$ cat src/rtl/cordic_pkg.sv
// ============================================================================
//  Package     : cordic_pkg
//  Description : Shared constants for the CORDIC sweep sequencer: FSM state
//                encoding, Q2.14 / Q1.7 format constants and angle limits.
//  Revision    : 1.0 - initial release
// ============================================================================
`default_nettype none

package cordic_pkg;

   // Sequencer state encoding
   localparam int         STATE_W     = 3;
   localparam logic [2:0] ST_IDLE     = 3'd0;
   localparam logic [2:0] ST_ISSUE    = 3'd1;
   localparam logic [2:0] ST_WAIT     = 3'd2;
   localparam logic [2:0] ST_SEND_SIN = 3'd3;
   localparam logic [2:0] ST_SEND_COS = 3'd4;
   localparam logic [2:0] ST_ADVANCE  = 3'd5;

   // Sample formats: CORDIC delivers signed Q2.14, the byte stream carries signed Q1.7
   localparam int Q214_W    = 16;
   localparam int Q214_FRAC = 14;
   localparam int S8_W      = 8;
   localparam int S8_FRAC   = 7;
   localparam int FMT_SHIFT = Q214_FRAC - S8_FRAC;
   localparam int FMT_ROUND = 1 << (FMT_SHIFT - 1);
   // Symmetric range: -128 is deliberately excluded
   localparam int S8_MAX    = 127;
   localparam int S8_MIN    = -127;

   // Angle handling (degrees)
   localparam int ANGLE_W         = 9;
   localparam int FULL_CIRCLE_DEG = 360;
   localparam int MAX_STEP_DEG    = FULL_CIRCLE_DEG - 1;

   // CORDIC timing; default timeout leaves a 30-cycle margin over nominal latency
   localparam int CORDIC_LATENCY  = 33;
   localparam int TIMEOUT_DEFAULT = CORDIC_LATENCY + 30;

endpackage

`default_nettype wire

$ cat src/rtl/q214_to_s8.sv
// ============================================================================
//  Module      : q214_to_s8
//  Description : Combinational conversion of a signed Q2.14 value to a signed
//                Q1.7 byte: round half up ((v + 64) >>> 7 in 17-bit signed
//                arithmetic), then saturate to [-127, +127].
//  Ports       : i_q214 - signed Q2.14 input
//                o_s8   - signed Q1.7 output byte
//  Revision    : 1.0 - initial release
// ============================================================================
`default_nettype none

module q214_to_s8
   import cordic_pkg::*;
(
   input  logic [Q214_W-1:0] i_q214,
   output logic [S8_W-1:0]   o_s8
);

   localparam logic signed [Q214_W:0] c_round = (Q214_W+1)'(FMT_ROUND);
   localparam logic signed [Q214_W:0] c_max   = (Q214_W+1)'(S8_MAX);
   localparam logic signed [Q214_W:0] c_min   = (Q214_W+1)'(S8_MIN);

   logic signed [Q214_W:0] w_ext;
   logic signed [Q214_W:0] w_sum;
   logic signed [Q214_W:0] w_shr;

   // One guard bit keeps the rounding add from overflowing near +2.0
   assign w_ext = {i_q214[Q214_W-1], i_q214};
   assign w_sum = w_ext + c_round;
   assign w_shr = w_sum >>> FMT_SHIFT;

   always_comb begin
      o_s8 = w_shr[S8_W-1:0];
      if (w_shr > c_max) begin
         o_s8 = c_max[S8_W-1:0];
      end else if (w_shr < c_min) begin
         o_s8 = c_min[S8_W-1:0];
      end
   end

endmodule

`default_nettype wire

$ cat src/rtl/cordic_sweep_sequencer.sv
// ============================================================================
//  Module      : cordic_sweep_sequencer
//  Description : Steps a degree angle around the circle, drives a CORDIC
//                sin/cos core, captures both results on a rising done and
//                streams them as Q1.7 bytes (sine then cosine) over a
//                valid/ready interface. A stuck CORDIC is retried after
//                TIMEOUT_CYCLES wait cycles and flagged with a sticky error.
//  Ports       : clk, reset (async, active-high)
//                en, step_deg                     - run control
//                cordic_start/angle/sine/cosine/done - CORDIC handshake
//                out_data/valid/ready/is_cos      - byte stream
//                err_timeout                      - sticky timeout flag
//  Revision    : 1.0 - initial release
// ============================================================================
`default_nettype none

module cordic_sweep_sequencer
   import cordic_pkg::*;
#(
   parameter int START_ANGLE    = 0,
   parameter int TIMEOUT_CYCLES = TIMEOUT_DEFAULT
) (
   input  logic              clk,
   input  logic              reset,
   input  logic              en,
   input  logic [8:0]        step_deg,
   output logic              cordic_start,
   output logic [15:0]       cordic_angle,
   input  logic [Q214_W-1:0] cordic_sine,
   input  logic [Q214_W-1:0] cordic_cosine,
   input  logic              cordic_done,
   output logic [S8_W-1:0]   out_data,
   output logic              out_valid,
   input  logic              out_ready,
   output logic              out_is_cos,
   output logic              err_timeout
);

   localparam int                   TIMER_W      = $clog2(TIMEOUT_CYCLES + 1);
   localparam logic [TIMER_W-1:0]   c_timer_last = TIMER_W'(TIMEOUT_CYCLES - 1);
   localparam logic [ANGLE_W:0]     c_full       = (ANGLE_W+1)'(FULL_CIRCLE_DEG);
   localparam logic [ANGLE_W-1:0]   c_max_step   = ANGLE_W'(MAX_STEP_DEG);
   localparam logic [ANGLE_W-1:0]   c_start_ang  = ANGLE_W'(START_ANGLE);

   logic [STATE_W-1:0] r_state;
   logic [ANGLE_W-1:0] r_angle;
   logic [TIMER_W-1:0] r_timer;
   logic               r_done_q;
   logic [Q214_W-1:0]  r_cos;
   logic               r_start;
   logic [S8_W-1:0]    r_out_data;
   logic               r_out_valid;
   logic               r_out_is_cos;
   logic               r_err_timeout;

   logic [ANGLE_W-1:0] w_step;
   logic [ANGLE_W:0]   w_sum;
   logic [ANGLE_W-1:0] w_angle_next;
   logic [Q214_W-1:0]  w_fmt_in;
   logic [S8_W-1:0]    w_fmt_out;
   logic               w_done_rise;

   // Angle accumulator: clamp the step, then wrap once (sum is at most 718)
   assign w_step       = (step_deg > c_max_step) ? c_max_step : step_deg;
   assign w_sum        = {1'b0, r_angle} + {1'b0, w_step};
   assign w_angle_next = (w_sum >= c_full) ? ANGLE_W'(w_sum - c_full) : ANGLE_W'(w_sum);

   assign w_done_rise  = cordic_done & ~r_done_q;

   // Single converter: live sine while capturing in WAIT, captured cosine afterwards
   assign w_fmt_in = (r_state == ST_WAIT) ? cordic_sine : r_cos;

   q214_to_s8 u_fmt (
      .i_q214 (w_fmt_in),
      .o_s8   (w_fmt_out)
   );

   always_ff @(posedge clk or posedge reset) begin
      if (reset) begin
         r_state       <= ST_IDLE;
         r_angle       <= c_start_ang;
         r_timer       <= '0;
         r_done_q      <= 1'b0;
         r_cos         <= '0;
         r_start       <= 1'b0;
         r_out_data    <= '0;
         r_out_valid   <= 1'b0;
         r_out_is_cos  <= 1'b0;
         r_err_timeout <= 1'b0;
      end else begin
         r_start  <= 1'b0;
         r_done_q <= cordic_done;
         case (r_state)
            ST_IDLE: begin
               if (en) begin
                  r_state <= ST_ISSUE;
                  r_start <= 1'b1;
               end
            end
            ST_ISSUE: begin
               r_timer <= '0;
               r_state <= ST_WAIT;
            end
            ST_WAIT: begin
               // Capture wins over a timeout landing in the same cycle
               if (w_done_rise) begin
                  r_cos        <= cordic_cosine;
                  r_out_data   <= w_fmt_out;
                  r_out_valid  <= 1'b1;
                  r_out_is_cos <= 1'b0;
                  r_state      <= ST_SEND_SIN;
               end else if (r_timer == c_timer_last) begin
                  r_err_timeout <= 1'b1;
                  r_state       <= ST_ISSUE;
                  r_start       <= 1'b1;
               end else begin
                  r_timer <= r_timer + 1'b1;
               end
            end
            ST_SEND_SIN: begin
               if (out_ready) begin
                  r_out_data   <= w_fmt_out;
                  r_out_is_cos <= 1'b1;
                  r_state      <= ST_SEND_COS;
               end
            end
            ST_SEND_COS: begin
               if (out_ready) begin
                  r_out_valid <= 1'b0;
                  r_state     <= ST_ADVANCE;
               end
            end
            ST_ADVANCE: begin
               r_angle <= w_angle_next;
               if (en) begin
                  r_state <= ST_ISSUE;
                  r_start <= 1'b1;
               end else begin
                  r_state <= ST_IDLE;
               end
            end
            default: begin
               r_state <= ST_IDLE;
            end
         endcase
      end
   end

   assign cordic_start = r_start;
   assign cordic_angle = {{(16-ANGLE_W){1'b0}}, r_angle};
   assign out_data     = r_out_data;
   assign out_valid    = r_out_valid;
   assign out_is_cos   = r_out_is_cos;
   assign err_timeout  = r_err_timeout;

endmodule

`default_nettype wire

$ cat config.mk
export PLATFORM = sky130hd
export DESIGN_NAME = cordic_sweep_sequencer
export DESIGN_NICKNAME = d
export VERILOG_FILES = /design/src/rtl/cordic_pkg.sv /design/src/rtl/q214_to_s8.sv /design/src/rtl/cordic_sweep_sequencer.sv
export SDC_FILE = /design/constraint.sdc
export NUM_CORES = 1
export LEC_CHECK = 0
export ABC_AREA = 1
export CORE_UTILIZATION = 47
export DETAILED_ROUTE_END_ITERATION = 8
export PLACE_DENSITY = 0.78
export SYNTH_ARGS = -nofsm -noshare
export SYNTH_HDL_FRONTEND = slang
export SYNTH_HIERARCHICAL = 1
export SYNTH_SLANG_ARGS = --single-unit
$ cat constraint.sdc
create_clock -name clk -period 2.6 [get_ports clk]
set_input_delay 0.52 -clock clk [delete_from_list [all_inputs] [get_ports clk]]
set_output_delay 0.52 -clock clk [all_outputs]
set_load 0.02 [all_outputs]
==> flow_summary.ini <==
[outcome]
status = complete, no violations

[sta]
grt_setup_unrepaired = true
slew_headroom_pct = 64.7
finalCriticalPeriod_ns = 2.59
finalHoldViolCount = 0
report.final.setup_viol = 0
max_freq_mhz = 387
tightest_slew_ns = 0.523
finalCritPeriodShare_pct = 99.5
skew_ns = 0.00716
slew_violations = 0

[synth]
syn_area_per_cell_um2 = 6.79
netlist_area_um2 = 3070
syn_inst = 452
yosysWarnings = 6

[die]
die_w_um = 82.8
row_count = 29
die_h_um = 82.8
core-area_um2 = 6310
num_io_pins = 74
initial_core_util_pct = 48.6
die_area_um2 = 6860

[global_routing]
track_usage_pct = 22.7
antenna_found_initial = 0
grt_pass1_vias = 3075
grt_max_degree = 42
grt_pass1_wl_mm = 13.0
grt_overflow = 0

[final_layout]
drive_gt1_share_pct = 26.8
final_util_pct = 67.6
mostFrequentLayoutCells = nand2_1, inv_1, clkdlybuf4s50_1
final_common_cell = nand2_1
fillers = 522
syn_to_final_growth_pct = 39.1
diodes = 0
final_nets = 597

[setup_path]
path_class = in2reg
worstPathMaxFanout = 6
required_ns = 2.79
cp-end-kind = flop
critPathLaunchType = input pin
arrival_ns = 2.77

[clock_tree]
insertion_delay_ns = 0.29
cts_root_buf = clkbuf_8
htree_num_levels = 2
cts_buffer_depth = 2
numCtsBuffers = 5
cts_sinks = 41
cts_hold_buf = 0
cts_tree = built
clk_pin_slew_worst_paths_ns = 0.08

[placement]
place_congestion = 0.865
dp_hpwl_mm = 5.50
place.port_buffers = 54

[routing]
postRouteAntennaNets = 0
detail_route.iter0.violations = 122
drc = 0
dr_total_vias = 3064
avgViaCountPerCell = 4.99
drt_pre_antenna_iters = 4
wl_per_cell_um = 12.3
drt-total-wl_mm = 7.57

[power_and_ir_drop]
power_density_nw_per_um2 = 1350
p_leak_nw = 2.19
irDropWorstVdd_v = 0.000742
finalPower_mw = 5.77

[hold_path]
hp-class = reg2reg

[flow_run]
maxCapViolCount = 0
==> layout make-up <==
type,count,area [um2],area share [%]
clock buffers,5,68.8,1.61
well taps,77,96.3,2.26
inverters,64,240,5.63
flip-flops and latches,41,1030,24.1
clock inverters,2,35.0,0.821
repair buffers,87,796,18.6
multi-input cells,338,2000,47.0
==> what timing repair did <==
action / in CTS / in global routing
endpoints found under the setup margin: 6 / 13
gates resized for setup: 55 / 33
pin swaps: 24 / 22
buffers inserted: 6 / 2
==> power breakdown <==
| part | total, mW | internal (mW) | switching (mW) |
|---|---|---|---|
| logic | 4.12 | 1.76 | 2.36 |
| registers | 1.15 | 0.919 | 0.229 |
| clock network | 0.501 | 0.279 | 0.222 |
==> metrics by stage <==
stage / setup TNS, ns / hold WS, ns / std cells / worst slack [ns] / instance area (um2)
after floorplan: -0.00638 / 0.442 / 458 / -0.00638 / 3110
after global placement: -3.62 / 0.451 / 599 / -0.634 / 3860
after detailed placement: -4.32 / 0.451 / 599 / -0.718 / 3860
after CTS: 0 / 0.471 / 612 / 0.0184 / 4140
after global routing: -0.804 / 0.492 / 614 / -0.128 / 4270
final: 0 / 0.468 / 614 / 0.0131 / 4270
==> per-layer routing <==
layer / track usage (%) / wire length (um)
met5: 0 / 0
met4: 6.74 / 148
met3: 3.68 / 263
met2: 41.9 / 3960
met1: 26.8 / 3200
==> path summary, 6_finish.rpt <==
check,startpoint,endpoint,slack (ns),cells past startpoint
max,step_deg[4],r_angle[6],0.01,20
min,err_timeout,err_timeout,0.47,2
max reg2reg,r_state[2],out_data[0],0.16,15
min reg2reg,err_timeout,err_timeout,0.47,2
max in group asynchronous,reset,r_state[2],1.54,3
min in group asynchronous,reset,out_is_cos,0.66,3
==> registers in the layout (all words and copies together), names as in the netlist <==
name	cells
r_cos	10
r_done_q	1
cordic_start	1
out_is_cos	1
err_timeout	1
r_state	3
out_data	8
r_angle	9
out_valid	1
r_timer	6
==> critical path, stage by stage <==
cell and delay (ns):
buf_6 0.09, o211ai_1 0.26, a21boi_4 0.12, buf_6 0.12
or2_4 0.25, ha_4 0.24, nand2_2 0.07, nand2_2 0.06
inv_2 0.06, nand2_2 0.07, nand2_2 0.09, nand2_2 0.05
nand2_2 0.08, nand2_4 0.08, a21oi_4 0.25, nand2_4 0.12
nand2_2 0.08, nand2_2 0.04, nand2_1 0.05, nand2_1 0.05
Note: power is estimated with default switching activity, not from simulation.
